File: src/rtl/pipe_pkg.sv
// pipe_pkg: constants, sizing helpers and the redirect-tagged entry type shared
// by every inter-stage pipeline buffer (IF/ID, ID/EXE, EXE/MEM, MEM/WB).
package pipe_pkg;

  // Largest supported buffer depth; sizes the occupancy port of every stage.
  localparam int PIPE_MAX_DEPTH     = 4;
  localparam int PIPE_DEF_PAYLOAD_W = 64;
  localparam int PIPE_CNT_PORT_W    = 3;

  // Ceiling log2, usable in constant expressions.
  function automatic int pipe_clog2(input int n);
    int r;
    r = 0;
    while ((1 << r) < n) r++;
    return r;
  endfunction

  // Bits needed to hold an occupancy of 0..depth.
  function automatic int pipe_occ_w(input int depth);
    return pipe_clog2(depth + 1);
  endfunction

  // Bits needed for a pointer into depth entries; never less than one bit.
  function automatic int pipe_ptr_w(input int depth);
    return (depth > 1) ? pipe_clog2(depth) : 1;
  endfunction

  // Stage-buffer entry at the default payload width. Buffers built with a
  // different payload width declare the same {redir, payload} shape locally.
  typedef struct packed {
    logic                          redir;
    logic [PIPE_DEF_PAYLOAD_W-1:0] payload;
  } pipe_entry_t;

endpackage

File: src/rtl/pipe_stage_ctrl.sv
// pipe_stage_ctrl: pointer, occupancy and redirect-kill bookkeeping for
// pipe_stage_buf. The storage array itself lives in the parent.
// Optional macro PIPE_STAGE_BUF_PERF_EN adds o_drop_num for drop accounting.
module pipe_stage_ctrl
  import pipe_pkg::*;
#(
  parameter  int DEPTH         = 1,
  parameter  int KILL_ON_REDIR = 1,
  localparam int PTR_W         = pipe_ptr_w(DEPTH),
  localparam int CNT_W         = pipe_occ_w(DEPTH)
) (
  input  logic             clk,
  input  logic             rst_n,
  input  logic             i_in_valid,
  input  logic             i_out_ready,
  input  logic             i_head_redir,
  input  logic             i_flush,
  output logic             o_in_ready,
  output logic             o_out_valid,
  output logic             o_wr_en,
  output logic [PTR_W-1:0] o_wptr,
  output logic [PTR_W-1:0] o_rptr,
  output logic [CNT_W-1:0] o_count,
  output logic             o_kill
`ifdef PIPE_STAGE_BUF_PERF_EN
  ,
  output logic [2:0]       o_drop_num
`endif
);

  logic [CNT_W-1:0] r_count;
  logic [PTR_W-1:0] r_wptr;
  logic [PTR_W-1:0] r_rptr;
  logic             r_kill;

  logic             w_inReady;
  logic             w_outValid;
  logic             w_push;
  logic             w_pop;
  logic             w_killEvt;
  logic [CNT_W-1:0] w_countNext;
  logic [PTR_W-1:0] w_wptrNext;
  logic [PTR_W-1:0] w_rptrNext;
  logic             w_killNext;
`ifdef PIPE_STAGE_BUF_PERF_EN
  logic [2:0]       w_dropNum;
`endif

  // Circular pointer advance, wrapping DEPTH-1 back to 0.
  function automatic logic [PTR_W-1:0] ptrInc(input logic [PTR_W-1:0] p);
    return (p == PTR_W'(DEPTH - 1)) ? '0 : p + PTR_W'(1);
  endfunction

  // Handshake decode: a single-entry buffer may accept while its head leaves,
  // deeper buffers only look at their own occupancy so ready stays off the
  // downstream combinational path.
  always_comb begin
    w_outValid = (r_count != '0);
    if (DEPTH == 1) begin
      w_inReady = !w_outValid || i_out_ready;
    end else begin
      w_inReady = (r_count < CNT_W'(DEPTH));
    end
    w_push    = i_in_valid && w_inReady;
    w_pop     = w_outValid && i_out_ready;
    w_killEvt = (KILL_ON_REDIR != 0) && !i_flush && w_pop && i_head_redir;
  end

  // Next-state selection: flush beats redirect kill beats ordinary traffic.
  always_comb begin
    w_countNext = r_count;
    w_wptrNext  = r_wptr;
    w_rptrNext  = r_rptr;
    w_killNext  = 1'b0;
`ifdef PIPE_STAGE_BUF_PERF_EN
    w_dropNum   = '0;
`endif
    if (i_flush) begin
      w_countNext = '0;
      w_wptrNext  = '0;
      w_rptrNext  = '0;
`ifdef PIPE_STAGE_BUF_PERF_EN
      w_dropNum   = 3'(r_count) - 3'(w_pop) + 3'(w_push);
`endif
    end else if (w_killEvt) begin
      w_countNext = '0;
      w_wptrNext  = '0;
      w_rptrNext  = '0;
      w_killNext  = (r_count > CNT_W'(1)) || w_push;
`ifdef PIPE_STAGE_BUF_PERF_EN
      w_dropNum   = 3'(r_count) - 3'd1 + 3'(w_push);
`endif
    end else begin
      if (w_push) w_wptrNext = ptrInc(r_wptr);
      if (w_pop)  w_rptrNext = ptrInc(r_rptr);
      if (w_push && !w_pop) begin
        w_countNext = r_count + CNT_W'(1);
      end else if (!w_push && w_pop) begin
        w_countNext = r_count - CNT_W'(1);
      end
    end
  end

  // Bookkeeping registers, cleared asynchronously.
  always_ff @(posedge clk or negedge rst_n) begin
    if (!rst_n) begin
      r_count <= '0;
      r_wptr  <= '0;
      r_rptr  <= '0;
      r_kill  <= 1'b0;
    end else begin
      r_count <= w_countNext;
      r_wptr  <= w_wptrNext;
      r_rptr  <= w_rptrNext;
      r_kill  <= w_killNext;
    end
  end

  assign o_in_ready  = w_inReady;
  assign o_out_valid = w_outValid;
  assign o_wr_en     = w_push && !i_flush && !w_killEvt;
  assign o_wptr      = r_wptr;
  assign o_rptr      = r_rptr;
  assign o_count     = r_count;
  assign o_kill      = r_kill;
`ifdef PIPE_STAGE_BUF_PERF_EN
  assign o_drop_num  = w_dropNum;
`endif

endmodule

File: src/rtl/pipe_stage_buf.sv
// pipe_stage_buf: parametrised valid/ready inter-stage buffer (1..4 entries)
// carrying a payload plus redirect flag, with flush and redirect-kill.
// Optional macro PIPE_STAGE_BUF_PERF_EN adds stall/bubble/drop counters.
module pipe_stage_buf
  import pipe_pkg::*;
#(
  parameter int PAYLOAD_W     = 64,
  parameter int DEPTH         = 1,
  parameter int KILL_ON_REDIR = 1
) (
  input  logic                       clk,
  input  logic                       reset,
  input  logic                       in_valid,
  output logic                       in_ready,
  input  logic [PAYLOAD_W-1:0]       in_data,
  input  logic                       in_redir,
  output logic                       out_valid,
  input  logic                       out_ready,
  output logic [PAYLOAD_W-1:0]       out_data,
  output logic                       out_redir,
  input  logic                       flush_i,
  output logic                       kill_o,
  output logic [PIPE_CNT_PORT_W-1:0] count_o
`ifdef PIPE_STAGE_BUF_PERF_EN
  ,
  output logic [31:0]                stall_cnt_o,
  output logic [31:0]                bubble_cnt_o,
  output logic [15:0]                drop_cnt_o
`endif
);

  localparam int PTR_W = pipe_ptr_w(DEPTH);
  localparam int CNT_W = pipe_occ_w(DEPTH);

  typedef struct packed {
    logic                 redir;
    logic [PAYLOAD_W-1:0] payload;
  } entry_t;

  entry_t           r_mem [DEPTH];
  entry_t           w_head;
  logic             w_wrEn;
  logic [PTR_W-1:0] w_wptr;
  logic [PTR_W-1:0] w_rptr;
  logic [CNT_W-1:0] w_count;
`ifdef PIPE_STAGE_BUF_PERF_EN
  logic [2:0]       w_dropNum;
  logic [16:0]      w_dropSum;
  logic [31:0]      r_stallCnt;
  logic [31:0]      r_bubbleCnt;
  logic [15:0]      r_dropCnt;
`endif

  pipe_stage_ctrl #(
    .DEPTH        (DEPTH),
    .KILL_ON_REDIR(KILL_ON_REDIR)
  ) u_ctrl (
    .clk         (clk),
    .rst_n       (reset),
    .i_in_valid  (in_valid),
    .i_out_ready (out_ready),
    .i_head_redir(w_head.redir),
    .i_flush     (flush_i),
    .o_in_ready  (in_ready),
    .o_out_valid (out_valid),
    .o_wr_en     (w_wrEn),
    .o_wptr      (w_wptr),
    .o_rptr      (w_rptr),
    .o_count     (w_count),
    .o_kill      (kill_o)
`ifdef PIPE_STAGE_BUF_PERF_EN
    ,
    .o_drop_num  (w_dropNum)
`endif
  );

  // Entry storage: an accepted, surviving beat lands at the write pointer.
  always_ff @(posedge clk or negedge reset) begin
    if (!reset) begin
      for (int i = 0; i < DEPTH; i++) r_mem[i] <= '0;
    end else if (w_wrEn) begin
      r_mem[w_wptr] <= '{redir: in_redir, payload: in_data};
    end
  end

  // Head outputs come straight from storage, never from the in_* inputs.
  always_comb begin
    w_head    = r_mem[w_rptr];
    out_data  = w_head.payload;
    out_redir = w_head.redir;
    count_o   = PIPE_CNT_PORT_W'(w_count);
  end

`ifdef PIPE_STAGE_BUF_PERF_EN
  // Saturating drop accumulation needs one spare bit to detect overflow.
  always_comb begin
    w_dropSum = {1'b0, r_dropCnt} + 17'(w_dropNum);
  end

  // Saturating performance counters for stalls, bubbles and discarded beats.
  always_ff @(posedge clk or negedge reset) begin
    if (!reset) begin
      r_stallCnt  <= '0;
      r_bubbleCnt <= '0;
      r_dropCnt   <= '0;
    end else begin
      if (out_valid && !out_ready && (r_stallCnt != '1)) r_stallCnt <= r_stallCnt + 32'd1;
      if (!out_valid && (r_bubbleCnt != '1)) r_bubbleCnt <= r_bubbleCnt + 32'd1;
      r_dropCnt <= w_dropSum[16] ? '1 : w_dropSum[15:0];
    end
  end

  assign stall_cnt_o  = r_stallCnt;
  assign bubble_cnt_o = r_bubbleCnt;
  assign drop_cnt_o   = r_dropCnt;
`endif

endmodule
File: config.mk
export PLATFORM = sky130hd
export DESIGN_NAME = pipe_stage_buf
export DESIGN_NICKNAME = d
export VERILOG_FILES = /design/src/rtl/pipe_pkg.sv /design/src/rtl/pipe_stage_ctrl.sv /design/src/rtl/pipe_stage_buf.sv
export SDC_FILE = /design/constraint.sdc
export NUM_CORES = 1
export LEC_CHECK = 0
export CAP_MARGIN = 40
export CORE_ASPECT_RATIO = 0.5
export CORE_UTILIZATION = 32
export CTS_BUF_LIST = sky130_fd_sc_hd__clkbuf_16
export DETAILED_ROUTE_END_ITERATION = 16
export PLACE_DENSITY = 0.69
export SLEW_MARGIN = 20
export SYNTH_ARGS = -nofsm -noshare
export SYNTH_HDL_FRONTEND = slang
export SYNTH_SLANG_ARGS = --single-unit
File: constraint.sdc
create_clock -name clk -period 4.2 [get_ports clk]
set_clock_uncertainty 0.15 [all_clocks]
set_input_delay 0.42 -clock clk [delete_from_list [all_inputs] [get_ports clk]]
set_output_delay 0.42 -clock clk [all_outputs]
set_load 0.02 [all_outputs]
==> results of run 1 <==
==> final timing paths <==
path / from / end / slack, ns / cells after the start
max: out_ready / in_ready / 1.94 / 3
min: r_mem[54] / r_mem[54] / 0.33 / 1
max reg2reg: r_mem[64] / r_mem[1] / 2.33 / 4
min reg2reg: r_mem[54] / r_mem[54] / 0.33 / 1
max in group asynchronous: reset / r_mem[55] / 2.67 / 4
min in group asynchronous: reset / r_mem[50] / 0.40 / 2
==> registers in the layout, summed over array words and instances, names as in the netlist <==
name	cells
u_ctrl.o_kill	1
r_mem	65
u_ctrl.o_count	1
==> power by group <==
group | switching [mW] | leakage (nW) | internal [mW]
registers | 0.0608 | 0.791 | 0.766
logic | 0.277 | 0.854 | 0.330
clock network | 0.248 | 0.138 | 0.385
==> cell usage after synthesis <==
master,instances,area (µm²)
o21ai_0,1,5.00
nor2_1,1,3.75
conb_1,1,3.75
a21oi_1,1,5.00
buf_4,9,67.6
dfrtp_1,67,1680
mux2_1,61,687
mux2_2,3,33.8
a21oi_2,1,8.76
nand2_1,3,11.3
nand3_1,1,5.00
o21ai_1,1,5.00
nand2b_1,3,18.8
==> area by class of cell <==
cell class | instances | area [µm²] | area share (%)
multi-input combinational | 78 | 798 | 18.6
clock inverter | 7 | 28.8 | 0.670
clock buffer | 9 | 225 | 5.25
sequential | 67 | 1680 | 39.1
tap | 108 | 135 | 3.15
timing repair buffer | 143 | 1430 | 33.3
==> critical path, stage by stage <==
cell and delay [ns]:
clkdlybuf4s50_1 0.49, nand2b_1 0.16, clkdlybuf4s50_1 0.62
==> routing by layer <==
| layer | up-vias | wire length [µm] |
|---|---|---|
| met5 | - | 0 |
| met4 | 0 | 81 |
| met3 | 11 | 238 |
| met2 | 46 | 3370 |
| met1 | 903 | 2300 |
| li1 | 822 | - |
==> what timing repair did <==
item / in CTS / in global routing
gates resized for setup: 0 / 0
endpoints found under the hold margin: 13 / 0
hold buffers: 1 / 0
==> cell families (layout without fill, tap and decap cells) <==
group	Yosys count	count (layout)	share of synthesized area, %
multiplexers	64	64	28.5
flip-flops	67	67	66.2
buffers and inverters	9	159	2.67
AND/OR/NAND/NOR	8	8	1.53
AO/OA/AOI/OAI	4	4	0.939
other	1	2	0.148
==> flow_summary.yaml, run 1 <==
die:
  die_x_um: 128
  io_pins: 141
  fp-row-count: 22
  dieArea_mm2: 0.00829
  dieHeight_um: 64.9
  initial_core_util_pct: 33.8
  coreArea_mm2: 0.00749
global_route:
  grtUsageTotal_pct: 15.6
  grt_pass1_wl_mm: 9.58
  grt_max_degree: 35
  grt_use_met1_pct: 16.8
  antenna_found_initial: 0
  grt_overflow: 0
  grt_util_met3_pct: 5.20
  top_usage_layer: "met2"
  grt_pass1_vias: 1938
  use_met2_pct: 28.5
final_layout:
  diodes: 0
  fill_cells: 612
  drive_above_1_share_pct: 6.58
  final_cell_mix: "137 x clkdlybuf4s50_1, 67 x dfrtp_1, 61 x mux2_1"
  final_cell_area_mm2: 0.00429
  nets: 369
  post-route-util_pct: 57.3
  fin_cells: 412
  mostFrequentLayoutCell: "clkdlybuf4s50_1"
  area_delta_synth_final_pct: 69.6
setup_path:
  arrival_ns: 1.69
  criticalPathCategory: "input port to primary output"
  crit_path_end_kind: "primary output"
  required_ns: 3.63
  critPathLaunchType: "input port"
  path_max_fanout: 3
drt:
  drc: 0
  wl_mm: 5.99
  drtIter0Drc: 40
  firstDrtPassIters: 4
  wl_per_cell_um: 14.5
  ant_nets: 0
  vias: 1782
  avgViaCountPerCell: 4.33
synthesis:
  synthesis.area_mm2: 0.00253
  yosys_warnings: 0
  seq_area_frac_synth_pct: 66.2
  ys_ff_latch: 67
  synth_cell_types: 13
  netlist_instances: 153
  syn_avg_cell_area_um2: 16.5
sta:
  final-setup-viol-count: 0
  holdWs_ns: 0.331
  fmax_mhz: 443
  fin_setup_tns_ns: 0
  hold_viol: 0
  setup_ws_ns: 1.94
  final.min_clock_period_ns: 2.26
  slew_violations: 0
  rsz0062_at_grt: "false"
  period_share_pct: 53.8
power:
  power.total_mw: 2.07
  p_leak_nw: 1.78
  peakVddDrop_v: 0.000220
  pwr_density_cell_mw_per_mm2: 482
placed_design:
  io_buffers: 138
  post_dp_cell_area_mm2: 0.00403
  post-place-ws_ns: 1.86
  dpl.hpwl_mm: 4.56
  place_congestion: 0.744
  dp.cells: 395
run_status:
  status: "finished, final reports clean"
clock_tree:
  root_buffer: "clkbuf_16"
  cts.clk_slew.worst_paths_ns: 0.05
  clkLatencyLatePin_ns: 0.32
  clock-sinks: 67
  htreeDepth: 3
  numCtsBuffers: 9
  cts_setup_buffers: 0
  cts_buffer_depth: 2
  cts_tree: "built"
worst_hold_path:
  min_path_type: "flip-flop to flip-flop"
run:
  cap_violations: 0
Power figures use the tool's default switching activity.
==> run 2: changes to the inputs <==
==> constraint.sdc (replaced) <==
create_clock -name clk -period 2.2 [get_ports clk]
set_clock_uncertainty 0.15 [all_clocks]
set_input_delay 0.22 -clock clk [delete_from_list [all_inputs] [get_ports clk]]
set_output_delay 0.22 -clock clk [all_outputs]
set_load 0.02 [all_outputs]
==> run 2 against run 1 <==
  * Global-route usage is 0.12 points higher
  * Hold slack worse by 0.17 ns
  * Flip-flop and latch count is the same
  * Count of clock-buffer cells in the layout unchanged
  * Sequential power grew 91%
  * Cell count fell by 0.24%
  * Critical endpoint unchanged
==> flow_summary.yaml, run 2 (synthesized netlist as in run 1, its figures left out) <==
clock_tree:
  root_buffer: "clkbuf_16"
  cts.clk_slew.worst_paths_ns: 0.05
  clkLatencyLatePin_ns: 0.32
  cts_buffer_depth: 2
  clock-sinks: 67
  hold_buffers: 1
  cts_resized: 0
  cts_setup_buffers: 0
  cts_tree: "built"
  htreeDepth: 3
  numCtsBuffers: 9
final_layout:
  final_cell_area_mm2: 0.00430
  area_delta_synth_final_pct: 69.7
  largest_reg_flops: 65
  multi_input_area_um2: 798
  drive_above_1_share_pct: 5.61
  final_cell_mix: "137 x clkdlybuf4s50_1, 67 x dfrtp_1, 61 x mux2_1"
  fill_cells: 609
  fin_cells: 411
  top_register: "r_mem"
  mostFrequentLayoutCell: "clkdlybuf4s50_1"
  regArea_mm2: 0.00168
  nets: 368
  diodes: 0
setup_path:
  crit_path_end_kind: "primary output"
  path_max_fanout: 7
  worstPathCellList: "nand2b_1 -> clkdlybuf4s50_1"
  arrival_ns: 1.56
  required_ns: 1.83
  critPathMaxStageDelay_ns: 0.62
  critPathLaunchType: "flip-flop"
  r2r-end: "r_mem[40]"
  timing.rr.start: "r_mem[64]"
  cp_slowest_cell: "clkdlybuf4s50_1"
  setup.worst_path.start: "u_ctrl.o_count"
  critPathCapture: "in_ready"
  path_buf_inv: 1
  criticalPathCategory: "flip-flop to primary output"
  reg2reg_depth: 4
  path_delay_family: "buffers and inverters"
  reg2reg_setup_slack_ns: 0.41
  worst-path-stages: 2
placed_design:
  dp.cells: 394
  dpl.hpwl_mm: 4.47
  place_congestion: 0.695
  post_dp_cell_area_mm2: 0.00403
  io_buffers: 138
global_route:
  grtUsageTotal_pct: 15.7
  antenna_found_initial: 0
  grt_overflow: 0
  grt_max_degree: 57
  grt_pass1_wl_mm: 9.65
  grt_pass1_vias: 1899
die:
  coreArea_mm2: 0.00749
  initial_core_util_pct: 33.8
  io_pins: 141
  dieHeight_um: 64.9
  dieArea_mm2: 0.00829
  die_x_um: 128
  fp-row-count: 22
power:
  p_int_mw: 2.83
  p_switching_mw: 1.12
  p_leak_nw: 1.77
  power.total_mw: 3.95
  power_frac_seq_pct: 40.0
  pwr_density_cell_mw_per_mm2: 919
  peakVddDrop_v: 0.000397
  switching_share_pct: 28.4
  p_comb_share_pct: 29.5
  clkPwrFrac_pct: 30.5
drt:
  firstDrtPassIters: 4
  vias: 1787
  wl_mm: 6.05
  drc: 0
  ant_nets: 0
  avgViaCountPerCell: 4.35
  drtIter0Drc: 61
  wl_per_cell_um: 14.7
run_status:
  status: "finished, final reports clean"
sta:
  fmax_mhz: 518
  rsz0062_at_grt: "false"
  slew_violations: 0
  holdWs_ns: 0.162
  final-setup-viol-count: 0
  hold_viol: 0
  final.min_clock_period_ns: 1.93
  fin_setup_tns_ns: 0
  period_share_pct: 87.7
run:
  cap_violations: 0
worst_hold_path:
  min_path_type: "input port to asynchronous set/reset pin"
-- run 2: cell count changes in the layout (fill, tap and decap cells not counted) --
cell / delta
buf_4: -2
buf_12: +1
clkinv_2: -2
inv_1: -2
clkinv_1: +4
-- run 2: power groups by stage --
stage / sequential, mW / combinational, mW / clock [mW]
floorplan: 1.87 / 0.212 / 0
global placement: 1.59 / 1.16 / 0
detailed placement: 1.60 / 1.18 / 0
CTS: 1.58 / 1.18 / 1.24
global route: 1.61 / 1.22 / 1.30
finish: 1.58 / 1.16 / 1.20
-- run 2: layout make-up --
cell class                      instances  area share (%)
Clock buffer                            9            5.24
Tap cell                              108            3.15
Multi-Input combinational cell         78            18.6
Timing Repair Buffer                  142            33.4
Sequential cell                        67            39.0
Clock inverter                          7           0.612
-- run 2: layer usage --
metal  track usage, %  wire length (µm)
met2             28.7              3340
met5                0                 0
met3             4.87               252
met1             17.2              2370
met4             6.18                81
-- run 2: metrics by stage --
stage | utilization [%] | worst slack [ns]
2_1_floorplan | - | 0.399
3_3_place_gp | 53.9 | 0.251
3_5_place_dp | 53.9 | 0.193
4_1_cts | 57.4 | 0.261
5_1_grt | 57.4 | 0.223
6_report | 57.4 | 0.270
-- run 2: worst min-delay path by stage --
stage | from | end | slack [ns] | cells after the start
2_1_floorplan | reset | r_mem[0] | -0.23 | 0
3_3_place_gp | reset | r_mem[10] | -0.03 | 1
3_5_place_dp | reset | r_mem[50] | -0.02 | 1
4_1_cts | reset | r_mem[50] | 0.16 | 2
5_1_grt | reset | r_mem[10] | 0.18 | 2
6_report | reset | r_mem[50] | 0.16 | 2
==> run 3: changes to the inputs <==
--- a/config.mk
+++ b/config.mk
@@ -10,6 +10,7 @@
 export CORE_UTILIZATION = 32
 export CTS_BUF_LIST = sky130_fd_sc_hd__clkbuf_16
 export DETAILED_ROUTE_END_ITERATION = 16
+export GPL_ROUTABILITY_DRIVEN = 0
 export PLACE_DENSITY = 0.69
 export SLEW_MARGIN = 20
 export SYNTH_ARGS = -nofsm -noshare
==> results of run 3 <==
No change in the layout: final DEF, timing and power equal those of run 2.
